$ cat config.mk
export PLATFORM = sky130hd
export DESIGN_NAME = ir_nec_frame_rx_flat
export DESIGN_NICKNAME = d
export VERILOG_FILES = /design/src/rtl/ir_nec_frame_rx_if.sv /design/src/rtl/ir_nec_frame_rx.sv /design/src/flat_wrapper.sv
export SDC_FILE = /design/constraint.sdc
export NUM_CORES = 1
export LEC_CHECK = 0
export ABC_AREA = 1
export BUFFER_PORTS_ARGS = -buffer_cell sky130_fd_sc_hd__buf_2
export CORE_MARGIN = 1.5
export CORE_UTILIZATION = 35
export DETAILED_ROUTE_END_ITERATION = 6
export MAX_ROUTING_LAYER = met4
export PLACE_DENSITY = 0.49
export RECOVER_POWER = 100
export SETUP_SLACK_MARGIN = 0.1
export SYNTH_ARGS = -nofsm -noshare
export SYNTH_HDL_FRONTEND = slang
export SYNTH_SLANG_ARGS = --single-unit
$ cat constraint.sdc
create_clock -name i_clk -period 2.2 [get_ports i_clk]
set_clock_uncertainty 0.1 [all_clocks]
set_input_delay 0.11 -clock i_clk [delete_from_list [all_inputs] [get_ports i_clk]]
set_output_delay 0.11 -clock i_clk [all_outputs]
set_load 0.01 [all_outputs]
$ cat src/rtl/ir_nec_frame_rx_if.sv
// rtl/ir_nec_frame_rx_if.sv - decoded-frame output bundle of the NEC IR frame receiver
interface ir_nec_frame_rx_if #(
   parameter int SIGNAL_WIDTH = 32
);
   logic [SIGNAL_WIDTH-1:0] o_code;
   logic                    o_valid;
   logic                    o_busy;
   logic                    o_error;
   logic                    o_repeat;

   modport master (output o_code, o_valid, o_busy, o_error, o_repeat);
   modport slave  (input  o_code, o_valid, o_busy, o_error, o_repeat);
endinterface

$ cat src/rtl/ir_nec_frame_rx.sv
// rtl/ir_nec_frame_rx.sv - NEC IR frame receiver: input sync, mark/space timing, frame FSM
// Define IR_REPEAT_EN to decode NEC repeat frames onto o_repeat.
module ir_nec_frame_rx #(
   parameter int CLKS_PER_US  = 50,
   parameter int SIGNAL_WIDTH = 32,
   parameter int TIMEOUT_US   = 12000
) (
   input  logic              i_clk,
   input  logic              i_reset,
   input  logic              i_ir_signal,
   ir_nec_frame_rx_if.master rx
);
   localparam int PRE_W = (CLKS_PER_US > 1) ? $clog2(CLKS_PER_US) : 1;
   localparam int CNT_W = $clog2(SIGNAL_WIDTH + 1);
   localparam logic [PRE_W-1:0] PRE_LAST = PRE_W'(CLKS_PER_US - 1);
   localparam logic [CNT_W-1:0] CNT_LAST = CNT_W'(SIGNAL_WIDTH - 1);
   localparam logic [15:0]      TIMEOUT  = 16'(TIMEOUT_US);

   typedef enum logic [2:0] {
      ST_IDLE,
      ST_LEAD_MARK,
      ST_LEAD_SPACE,
      ST_BIT_MARK,
      ST_BIT_SPACE,
      ST_STOP_DAT
`ifdef IR_REPEAT_EN
      , ST_STOP_REP
`endif
   } state_t;

   state_t                  state_q, state_d;
   logic                    sync1_q, sync1_d, sync2_q, sync2_d, lvl_q, lvl_d;
   logic [PRE_W-1:0]        pre_q, pre_d;
   logic [15:0]             us_q, us_d;
   logic [CNT_W-1:0]        cnt_q, cnt_d;
   logic [SIGNAL_WIDTH-1:0] shift_q, shift_d, code_q, code_d;
   logic                    valid_q, valid_d, error_q, error_d;
`ifdef IR_REPEAT_EN
   logic                    repeat_q, repeat_d;
`endif
   logic                    rise, fall, fail;
   logic                    mark_ok, space_zero, space_one;

   function automatic logic in_win(input logic [15:0] w, input int lo, input int hi);
      return (w >= 16'(lo)) && (w <= 16'(hi));
   endfunction

   assign rise       = sync2_q & ~lvl_q;
   assign fall       = ~sync2_q & lvl_q;
   assign mark_ok    = in_win(us_q, 300, 800);
   assign space_zero = in_win(us_q, 300, 800);
   assign space_one  = in_win(us_q, 1300, 2000);

   always_comb begin
      sync1_d  = i_ir_signal;
      sync2_d  = sync1_q;
      lvl_d    = sync2_q;
      pre_d    = pre_q;
      us_d     = us_q;
      cnt_d    = cnt_q;
      shift_d  = shift_q;
      code_d   = code_q;
      valid_d  = 1'b0;
      error_d  = 1'b0;
`ifdef IR_REPEAT_EN
      repeat_d = 1'b0;
`endif
      state_d  = state_q;
      fail     = 1'b0;

      // The edge cycle itself is the first clock of the new interval, so width == elapsed us exactly.
      if (rise || fall) begin
         if (CLKS_PER_US == 1) begin
            pre_d = '0;
            us_d  = 16'd1;
         end else begin
            pre_d = PRE_W'(1);
            us_d  = '0;
         end
      end else if (pre_q == PRE_LAST) begin
         pre_d = '0;
         if (us_q != 16'hFFFF) us_d = us_q + 16'd1;
      end else begin
         pre_d = pre_q + 1'b1;
      end

      case (state_q)
         ST_IDLE: if (fall) state_d = ST_LEAD_MARK;
         ST_LEAD_MARK: if (rise) begin
            if (in_win(us_q, 8000, 10000)) state_d = ST_LEAD_SPACE;
            else fail = 1'b1;
         end
         ST_LEAD_SPACE: if (fall) begin
            if (in_win(us_q, 4000, 5000)) begin
               state_d = ST_BIT_MARK;
               cnt_d   = '0;
            end
`ifdef IR_REPEAT_EN
            else if (in_win(us_q, 1750, 2750)) state_d = ST_STOP_REP;
`endif
            else fail = 1'b1;
         end
         ST_BIT_MARK: if (rise) begin
            if (mark_ok) state_d = ST_BIT_SPACE;
            else fail = 1'b1;
         end
         ST_BIT_SPACE: if (fall) begin
            if (space_zero || space_one) begin
               shift_d = {space_one, shift_q[SIGNAL_WIDTH-1:1]};
               cnt_d   = cnt_q + 1'b1;
               state_d = (cnt_q == CNT_LAST) ? ST_STOP_DAT : ST_BIT_MARK;
            end else begin
               fail = 1'b1;
            end
         end
         ST_STOP_DAT: if (rise) begin
            if (mark_ok) begin
               code_d  = shift_q;
               valid_d = 1'b1;
               state_d = ST_IDLE;
            end else begin
               fail = 1'b1;
            end
         end
`ifdef IR_REPEAT_EN
         ST_STOP_REP: if (rise) begin
            if (mark_ok) begin
               repeat_d = 1'b1;
               state_d  = ST_IDLE;
            end else begin
               fail = 1'b1;
            end
         end
`endif
         default: state_d = ST_IDLE;
      endcase

      // Timeout overrides anything an edge in the same cycle would have done.
      if (state_q != ST_IDLE && us_q >= TIMEOUT) fail = 1'b1;

      if (fail) begin
         state_d  = ST_IDLE;
         error_d  = 1'b1;
         valid_d  = 1'b0;
         code_d   = code_q;
`ifdef IR_REPEAT_EN
         repeat_d = 1'b0;
`endif
      end
   end

   always_ff @(posedge i_clk) begin
      if (i_reset) begin
         state_q  <= ST_IDLE;
         sync1_q  <= 1'b1;
         sync2_q  <= 1'b1;
         lvl_q    <= 1'b1;
         pre_q    <= '0;
         us_q     <= '0;
         cnt_q    <= '0;
         shift_q  <= '0;
         code_q   <= '0;
         valid_q  <= 1'b0;
         error_q  <= 1'b0;
`ifdef IR_REPEAT_EN
         repeat_q <= 1'b0;
`endif
      end else begin
         state_q  <= state_d;
         sync1_q  <= sync1_d;
         sync2_q  <= sync2_d;
         lvl_q    <= lvl_d;
         pre_q    <= pre_d;
         us_q     <= us_d;
         cnt_q    <= cnt_d;
         shift_q  <= shift_d;
         code_q   <= code_d;
         valid_q  <= valid_d;
         error_q  <= error_d;
`ifdef IR_REPEAT_EN
         repeat_q <= repeat_d;
`endif
      end
   end

   assign rx.o_code  = code_q;
   assign rx.o_valid = valid_q;
   assign rx.o_busy  = (state_q != ST_IDLE);
   assign rx.o_error = error_q;
`ifdef IR_REPEAT_EN
   assign rx.o_repeat = repeat_q;
`else
   assign rx.o_repeat = 1'b0;
`endif
endmodule

$ cat src/flat_wrapper.sv
// flat-port wrapper written by rule: the top's interface ports become plain ports
module ir_nec_frame_rx_flat 
#(
   parameter int CLKS_PER_US  = 50,
   parameter int SIGNAL_WIDTH = 32,
   parameter int TIMEOUT_US   = 12000
)
  (i_clk, i_reset, i_ir_signal, rx_o_code, rx_o_valid, rx_o_busy, rx_o_error, rx_o_repeat);
  ir_nec_frame_rx_if #(.SIGNAL_WIDTH(SIGNAL_WIDTH)) rx_i ();
  input  logic i_clk;
  input  logic i_reset;
  input  logic i_ir_signal;
  output wire logic [$bits(rx_i.o_code)-1:0] rx_o_code;
  output wire logic [$bits(rx_i.o_valid)-1:0] rx_o_valid;
  output wire logic [$bits(rx_i.o_busy)-1:0] rx_o_busy;
  output wire logic [$bits(rx_i.o_error)-1:0] rx_o_error;
  output wire logic [$bits(rx_i.o_repeat)-1:0] rx_o_repeat;
  assign rx_o_code = rx_i.o_code;
  assign rx_o_valid = rx_i.o_valid;
  assign rx_o_busy = rx_i.o_busy;
  assign rx_o_error = rx_i.o_error;
  assign rx_o_repeat = rx_i.o_repeat;
  ir_nec_frame_rx #(.CLKS_PER_US(CLKS_PER_US), .SIGNAL_WIDTH(SIGNAL_WIDTH), .TIMEOUT_US(TIMEOUT_US)) u_core (.i_clk(i_clk), .i_reset(i_reset), .i_ir_signal(i_ir_signal), .rx(rx_i));
endmodule
==> results of run 1 <==
sequential cells by signal, indices dropped and copies added (netlist names):
name               flops
u_core.cnt_q           6
u_core.us_q           16
u_core.rx.o_code      32
u_core.sync1_q         1
u_core.lvl_q           1
u_core.rx.o_valid      1
u_core.state_q         3
u_core.lvl_d           1
u_core.pre_q           6
u_core.rx.o_error      1
u_core.shift_q        32
cells by family after synthesis:
logic type	Yosys count	share of synthesized area, %
DFF	100	42.7
xor gates and xnor gates	6	1.12
and+or+nand+nor	300	27.0
adders and majority gates	7	1.87
other	1	0.0799
AOI/OAI and AO/OA	139	16.6
buffers and inverters	110	10.6
cell type report:
type	count	area, µm²
tap	176	220
timing repair buffer	67	389
sequential	100	2010
inverter	82	313
multi-input combinational	453	2210
clock buffer	9	225
clock inverter	7	78.8
fill	1429	7690
power by group through the flow:
stage / logic [W] / clock network (W) / registers, W
4_1_cts: 0.000454 / 0.00165 / 0.00186
3_3_place_gp: 0.000445 / 0 / 0.00190
3_5_place_dp: 0.000448 / 0 / 0.00190
5_1_grt: 0.000545 / 0.00173 / 0.00186
6_report: 0.000482 / 0.00160 / 0.00186
2_1_floorplan: 0.000341 / 0 / 0.00189
cell usage in the layout (no fill, tap or decap), types with 14 or more instances in the layout:
cell      count
o21ai_1      16
a21oi_2      14
nand3_1      26
buf_4        19
inv_1        76
nor2_1      133
clkbuf_1     39
o21ai_0      59
dfxtp_1      93
nand2_1      98
a21oi_1      43
metal layers:
metal / global-route usage [%] / wire [µm] / share of wire [%]
met1: 20.8 / 5440 / 50
met2: 25.4 / 5000 / 46
met3: 2.32 / 303 / 2.8
met4: 7.76 / 227 / 2.1
met5: - / 0 / 0
cell usage after synthesis (3+ instances only):
| master | number |
|---|---|
| a21oi_1 | 39 |
| a21oi_2 | 18 |
| buf_2 | 5 |
| buf_6 | 10 |
| clkbuf_1 | 11 |
| dfxtp_1 | 100 |
| ha_1 | 7 |
| inv_1 | 77 |
| inv_2 | 4 |
| nand2_1 | 100 |
| nand2_2 | 5 |
| nand3_1 | 25 |
| nand4_1 | 5 |
| nor2_1 | 135 |
| nor2_2 | 4 |
| nor3_1 | 11 |
| nor3b_1 | 3 |
| o21ai_0 | 47 |
| o21ai_1 | 28 |
| or2_2 | 3 |
| xor2_1 | 5 |
stage by stage:
stage / worst slack, ps / power (W)
final: 197 / 0.00394
after floorplan: 429 / 0.00224
after detailed placement: 145 / 0.00235
after global placement: 170 / 0.00234
after CTS: 115 / 0.00396
after global routing: 44.2 / 0.00414
worst max-delay path: cells and delay by family, from the launching register on:
family,cells,cell delay [ps]
AND/OR/NAND/NOR,9,830
flip-flops,1,360
AO/OA/AOI/OAI,1,200
buffers and inverters,2,400
worst max-delay path by stage:
stage	from	slack, ps	end	depth (start not counted)
after global routing	u_core.us_q[8]$_SDFFE_PP0P_	40	u_core.shift_q[30]$_SDFFE_PP0P_	13
after floorplan	u_core.us_q[13]$_SDFFE_PP0P_	430	u_core.rx.o_code[0]$_SDFFE_PP0P_	12
after CTS	u_core.us_q[7]$_SDFFE_PP0P_	120	u_core.rx.o_code[25]$_SDFFE_PP0P_	10
after global placement	u_core.us_q[13]$_SDFFE_PP0P_	170	u_core.rx.o_code[20]$_SDFFE_PP0P_	10
final	u_core.us_q[3]$_SDFFE_PP0P_	200	u_core.shift_q[10]$_SDFFE_PP0P_	12
after detailed placement	u_core.us_q[7]$_SDFFE_PP0P_	140	u_core.rx.o_code[25]$_SDFFE_PP0P_	10
timing repair:
item | in CTS | in global routing
endpoints found under the hold margin | 2 | 0
resized for setup | 0 | 37
setup buffers | 0 | 3
hold buffers | 2 | 0
setup endpoints to repair | 0 | 74
==> summary.md, run 1 <==
| Metric | Value |
|---|---|
| Outcome | finished, final reports clean |
| Worst hold-check path type | flip-flop to flip-flop |
| Vias per std cell | 4.67 |
| LEAKAGE | 2.11 nW |
| Fin. max-slew vios | 0 |
| Vias in the first global route | 3900 |
| CTS sink count | 100 |
| Peak supply drop | 0.000297 V |
| Crit path kind | flip-flop to flip-flop |
| Cells after synthesis | 663 |
| Finished Layout Cells | 894 |
| Max stage delay on crit path | 360 ps |
| Crit path DAT | 2160 ps |
| Post-synth EDFFs | 0 |
| Maximum number of pins on one net before global-route repair | 67 |
| Logic pwr share | 12.2% |
| Worst-margin pin slew | 692 ps |
| Cells along the critical path | buf_4, nor2_2, nand2_1, nor2_1, nand2_1, nand2_1, nand2_1, nand2_2, nand3_4, buf_2, o21ai_0, nor2_1 |
| Critical path required time | 2360 ps |
| Row cnt | 42 |
| CTS tree | yes |
| Min Clock Period, post-route | 2000 ps |
| Total Die Area | 0.0141 mm² |
| Crit-path slowest cell | dfxtp_1 |
| Crit path max fanout | 16 |
| Drt drc | 0 |
| Placed instance count | 872 |
| Clock power frac | 40.7% |
| Global-route wire length before repair | 18.1 mm |
| Total track usage | 16.3% |
| Chip Width | 119 µm |
| Ant. Diodes | 0 |
| Synth top area share | 42.7% |
| Post-Syn Nets | 673 |
| Net Sw Frac | 28.9% |
| Finished Cell Area | 0.00545 mm² |
| Pwr/cell area | 723 mW/mm² |
| Final wirelength | 11.0 mm |
| Tcrit/Tclk final | 91.0% |
| Layout cells sized above 1 | 12.7% |
| Worst R2R End | u_core.shift_q[10]$_SDFFE_PP0P_ |
| Initial Util | 35.7% |
| Number of CTS-inserted buffers | 9 |
| Syn_area_per_cell | 7.08 µm² |
| Synthesis Warnings | 0 |
| Routability cong. | 0.879 |
| CP startpoint kind | flip-flop |
| Number of max-cap violations | 0 |
| Crit. End Element | flip-flop |
| Die Ht | 119 µm |
| Slew HR | 53.9% |
| Final core occ | 41.5% |
| Antenna Violating Nets Remaining | 0 |
| Asr flop ratio synth | 0% |
| CTS Buffer Depth | 2 |
| Synth area leader | dfxtp_1 |
| GRT overflow | 0 |
| CTS root buf | clkbuf_16 |
| Via count | 4179 |
| Largest cells by area after synthesis | dfxtp_1, nor2_1, nand2_1 |
| Area Growth Syn to Fin | 16.2% |
| Most common cell on crit path | nand2_1 |
| H-Tree Level Count | 3 |
| Routed len/inst | 12.3 µm |
| Clock-pin slew on the worst setup and hold paths | 80 ps |
| First-pass iteration count of the detailed router | 5 |
| Initial antenna violation count | 0 |
| RSZ-0062 raised after global routing | yes |
| Part of the power in registers | 47.1% |
| Final setup fails | 0 |
| Boundary Pins | 39 |
| Initial DRC count | 317 |
| Core footprint | 0.0131 mm² |
| Worst Reg-to-Reg Cells | 12 |
| I/O Buffers | 37 |
| Synth cell types | 36 |
| WHS Path Cells | 2 |
| Hold Slack | 345 ps |
| Setup TNS Final | 0 ps |
| Internal | 0.00280 W |
| Reg2Reg Setup Slack | 200 ps |
| Mapped Area | 0.00469 mm² |
| Placed Area | 0.00511 mm² |
| Fmax achieved | 499 MHz |
| Synthesis-stage register bit count | 100 |
| Clock Latency Late Sink | 360 ps |
| Worst flop-to-flop path startpoint | u_core.us_q[3]$_SDFFE_PP0P_ |
| Synth Flop Type | dfxtp_1 |
| Hold Violations, Final | 0 |
| Switching power | 0.00114 W |
| Worst hold path endpoint | u_core.rx.o_code[10]$_SDFFE_PP0P_ |
| Layout Nets | 723 |
| Register area share after synthesis | 42.7% |
| Hold Path Origin | u_core.rx.o_code[10]$_SDFFE_PP0P_ |
| Hpwl dp | 7.66 mm |
(Power assumes the default switching activity.)
==> run 2: changes to the inputs <==
--- a/config.mk
+++ b/config.mk
@@ -11,7 +11,6 @@
 export CORE_UTILIZATION = 35
 export DETAILED_ROUTE_END_ITERATION = 6
 export MAX_ROUTING_LAYER = met4
-export PLACE_DENSITY = 0.49
 export RECOVER_POWER = 100
 export SETUP_SLACK_MARGIN = 0.1
 export SYNTH_ARGS = -nofsm -noshare
==> summary.md, run 2 (same netlist as run 1, synthesis figures left out) <==
| Metric | Value |
|---|---|
| Outcome | finished with violations |
| Violated checks | DRC |
| Setup ws final | 253 ps (+56.6 ps) |
| Worst flop-to-flop path startpoint | u_core.us_q[13]$_SDFFE_PP0P_ |
| Routed len/inst | 11.9 µm (-3.2%) |
| Clock Latency Late Sink | 340 ps (-20 ps) |
| Hpwl dp | 7.03 mm (-8.2%) |
| Number of max-cap violations | 0 (unchanged) |
| Hold Path Origin | i_reset |
| CTS Buffer Depth | 2 (unchanged) |
| Setup TNS Final | 0 ps (unchanged) |
| Max stage delay on crit path | 530 ps (+170 ps) |
| Global-route wire length before repair | 17.0 mm (-5.7%) |
| Routability cong. | 0.894 (+1.7%) |
| Via count | 4156 (-0.55%) |
| Peak supply drop | 0.000383 V (+29%) |
| Worst hold-check path type | input pin to flip-flop |
| Finished Layout Cells | 878 (-1.8%) |
| Pre-CTS setup slack | 155 ps (+10.1 ps) |
| Drt drc | 1 (+1) |
| Maximum number of pins on one net before global-route repair | 67 (unchanged) |
| Part of the power in registers | 48.3% (+1.2 points) |
| Logic pwr share | 11.3% (-0.9 points) |
| Total track usage | 15.0% (-1.3 points) |
| Vias in the first global route | 3799 (-2.6%) |
| Number of CTS-inserted buffers | 9 (unchanged) |
| Ant. Diodes | 0 (unchanged) |
| Switching power | 0.00104 W (-8.4%) |
| Worst R2R End | u_core.us_q[8]$_SDFFE_PP0P_ |
| Vias per std cell | 4.73 (+1.3%) |
| Cells along the critical path | nand2_1, nor3_1, nand3_1, nand2_4, nor2_1, nand2_1, nor2_1, a21oi_1, nor2_1 |
| Antenna Violating Nets Remaining | 0 (unchanged) |
| Tcrit/Tclk final | 88.5% (-2.6 points) |
| CTS root buf | clkbuf_16 |
| Worst hold path endpoint | u_core.rx.o_valid$_SDFF_PP0_ |
| Crit path max fanout | 9 (-7) |
| Initial antenna violation count | 0 (unchanged) |
| Fin. max-slew vios | 0 (unchanged) |
| Core footprint | 0.0131 mm² (unchanged) |
| Crit. End Element | flip-flop |
| Tot Pwr | 0.00384 W (-2.6%) |
| Crit path DAT | 2090 ps (-70 ps) |
| Fmax achieved | 514 MHz (+2.9%) |
| Slew HR | 27.8% (-26 points) |
| WHS Path Cells | 2 (unchanged) |
| Net Sw Frac | 27.2% (-1.7 points) |
| Critical path required time | 2340 ps (-20 ps) |
| Pwr/cell area | 716 mW/mm² (-1.0%) |
| Final setup fails | 0 (unchanged) |
| Hold Violations, Final | 0 (unchanged) |
| Area Growth Syn to Fin | 14.4% |
| Total Die Area | 0.0141 mm² (unchanged) |
| Initial DRC count | 274 (-14%) |
| Layout cells sized above 1 | 12.1% (-0.57 points) |
| GRT overflow | 0 (unchanged) |
| CTS tree | yes |
| Row cnt | 42 (unchanged) |
| CTS sink count | 100 (unchanged) |
| Crit-path slowest cell | dfxtp_1 |
| Most frequent cells in the layout | nor2_1, nand2_1, dfxtp_1, inv_1, a21oi_1 |
| I/O Buffers | 37 (unchanged) |
| Final core occ | 40.9% (-0.64 points) |
| RSZ-0062 raised after global routing | no |
| Initial Util | 35.7% (unchanged) |
| Commonest non-fill, non-tap cell in the layout | nor2_1 |
| Chip Width | 119 µm (unchanged) |
| Worst-margin pin slew | 1080 ps (+391 ps) |
| Final wirelength | 10.4 mm (-4.9%) |
| CP startpoint kind | flip-flop |
| Reg2Reg Setup Slack | 250 ps (+60 ps) |
| Layout Nets | 707 (-2.2%) |
| Most common cell on crit path | nor2_1 |
| Internal | 0.00280 W (-0.16%) |
| Boundary Pins | 39 (unchanged) |
| Die Ht | 119 µm (unchanged) |
| H-Tree Level Count | 3 (unchanged) |
| Crit path kind | flip-flop to flip-flop |
| Clock power frac | 40.4% (-0.3 points) |
| First-pass iteration count of the detailed router | 7 (+2) |
| Worst Reg-to-Reg Cells | 9 (-3) |
| Min Clock Period, post-route | 1950 ps (-56.6 ps) |
| Clock-pin slew on the worst setup and hold paths | 70 ps (about the same) |
| LEAKAGE | 2.05 nW (-2.9%) |
| Placed instance count | 857 (-1.7%) |
run 2: what timing repair did:
action                     CTS  global route
hold endpoints to repair     1             0
setup buffers                0             2
hold buffers                 1             0
gates resized for setup      0            30
setup endpoints to repair    0            78
run 2: area by class of cell:
class | instances | area [µm²]
timing repair buffer | 51 | 314
clock inverter | 6 | 56.3
inverter | 82 | 310
sequential | 100 | 2010
clock buffer | 10 | 239
tap | 176 | 220
fill | 1389 | 7770
multi-input combinational | 453 | 2210
run 2: worst max-delay path: cells and delay by family (launching register included):
kind,cells,cell delay (ps)
flip-flops,1,530
AND/OR/NAND/NOR,8,1070
AO/OA/AOI/OAI,1,130
run 2: worst max-delay path by stage:
stage,from,endpoint,cells after the start
CTS,u_core.us_q[2]$_SDFFE_PP0P_,u_core.us_q[8]$_SDFFE_PP0P_,11
finish,u_core.us_q[13]$_SDFFE_PP0P_,u_core.us_q[8]$_SDFFE_PP0P_,9
global placement,u_core.us_q[2]$_SDFFE_PP0P_,u_core.us_q[8]$_SDFFE_PP0P_,11
detailed placement,u_core.us_q[2]$_SDFFE_PP0P_,u_core.us_q[8]$_SDFFE_PP0P_,11
global route,u_core.us_q[13]$_SDFFE_PP0P_,u_core.us_q[6]$_SDFFE_PP0P_,9
floorplan,u_core.us_q[13]$_SDFFE_PP0P_,u_core.rx.o_code[0]$_SDFFE_PP0P_,12
run 2: power groups by stage:
stage	sequential, W	clock, W	combinational [W]
after floorplan	0.00189	0	0.000341
after global placement	0.00190	0	0.000430
after detailed placement	0.00190	0	0.000433
after CTS	0.00186	0.00159	0.000437
after global routing	0.00186	0.00167	0.000503
final	0.00185	0.00155	0.000435
run 2: per-stage QoR:
| stage | hold WS, ps | instance area (µm²) |
|---|---|---|
| floorplan | 114 | 4690 |
| global placement | 200 | 5000 |
| detailed placement | 196 | 5000 |
| CTS | 1.00 | 5310 |
| global route | 24.8 | 5370 |
| finish | 8.73 | 5370 |
run 2: per-layer routing:
| metal | track usage, % | part of all wire (%) |
|---|---|---|
| met5 | - | 0 |
| met4 | 5.35 | 1.1 |
| met3 | 2.90 | 4.2 |
| met2 | 23.8 | 45 |
| met1 | 19.0 | 49 |
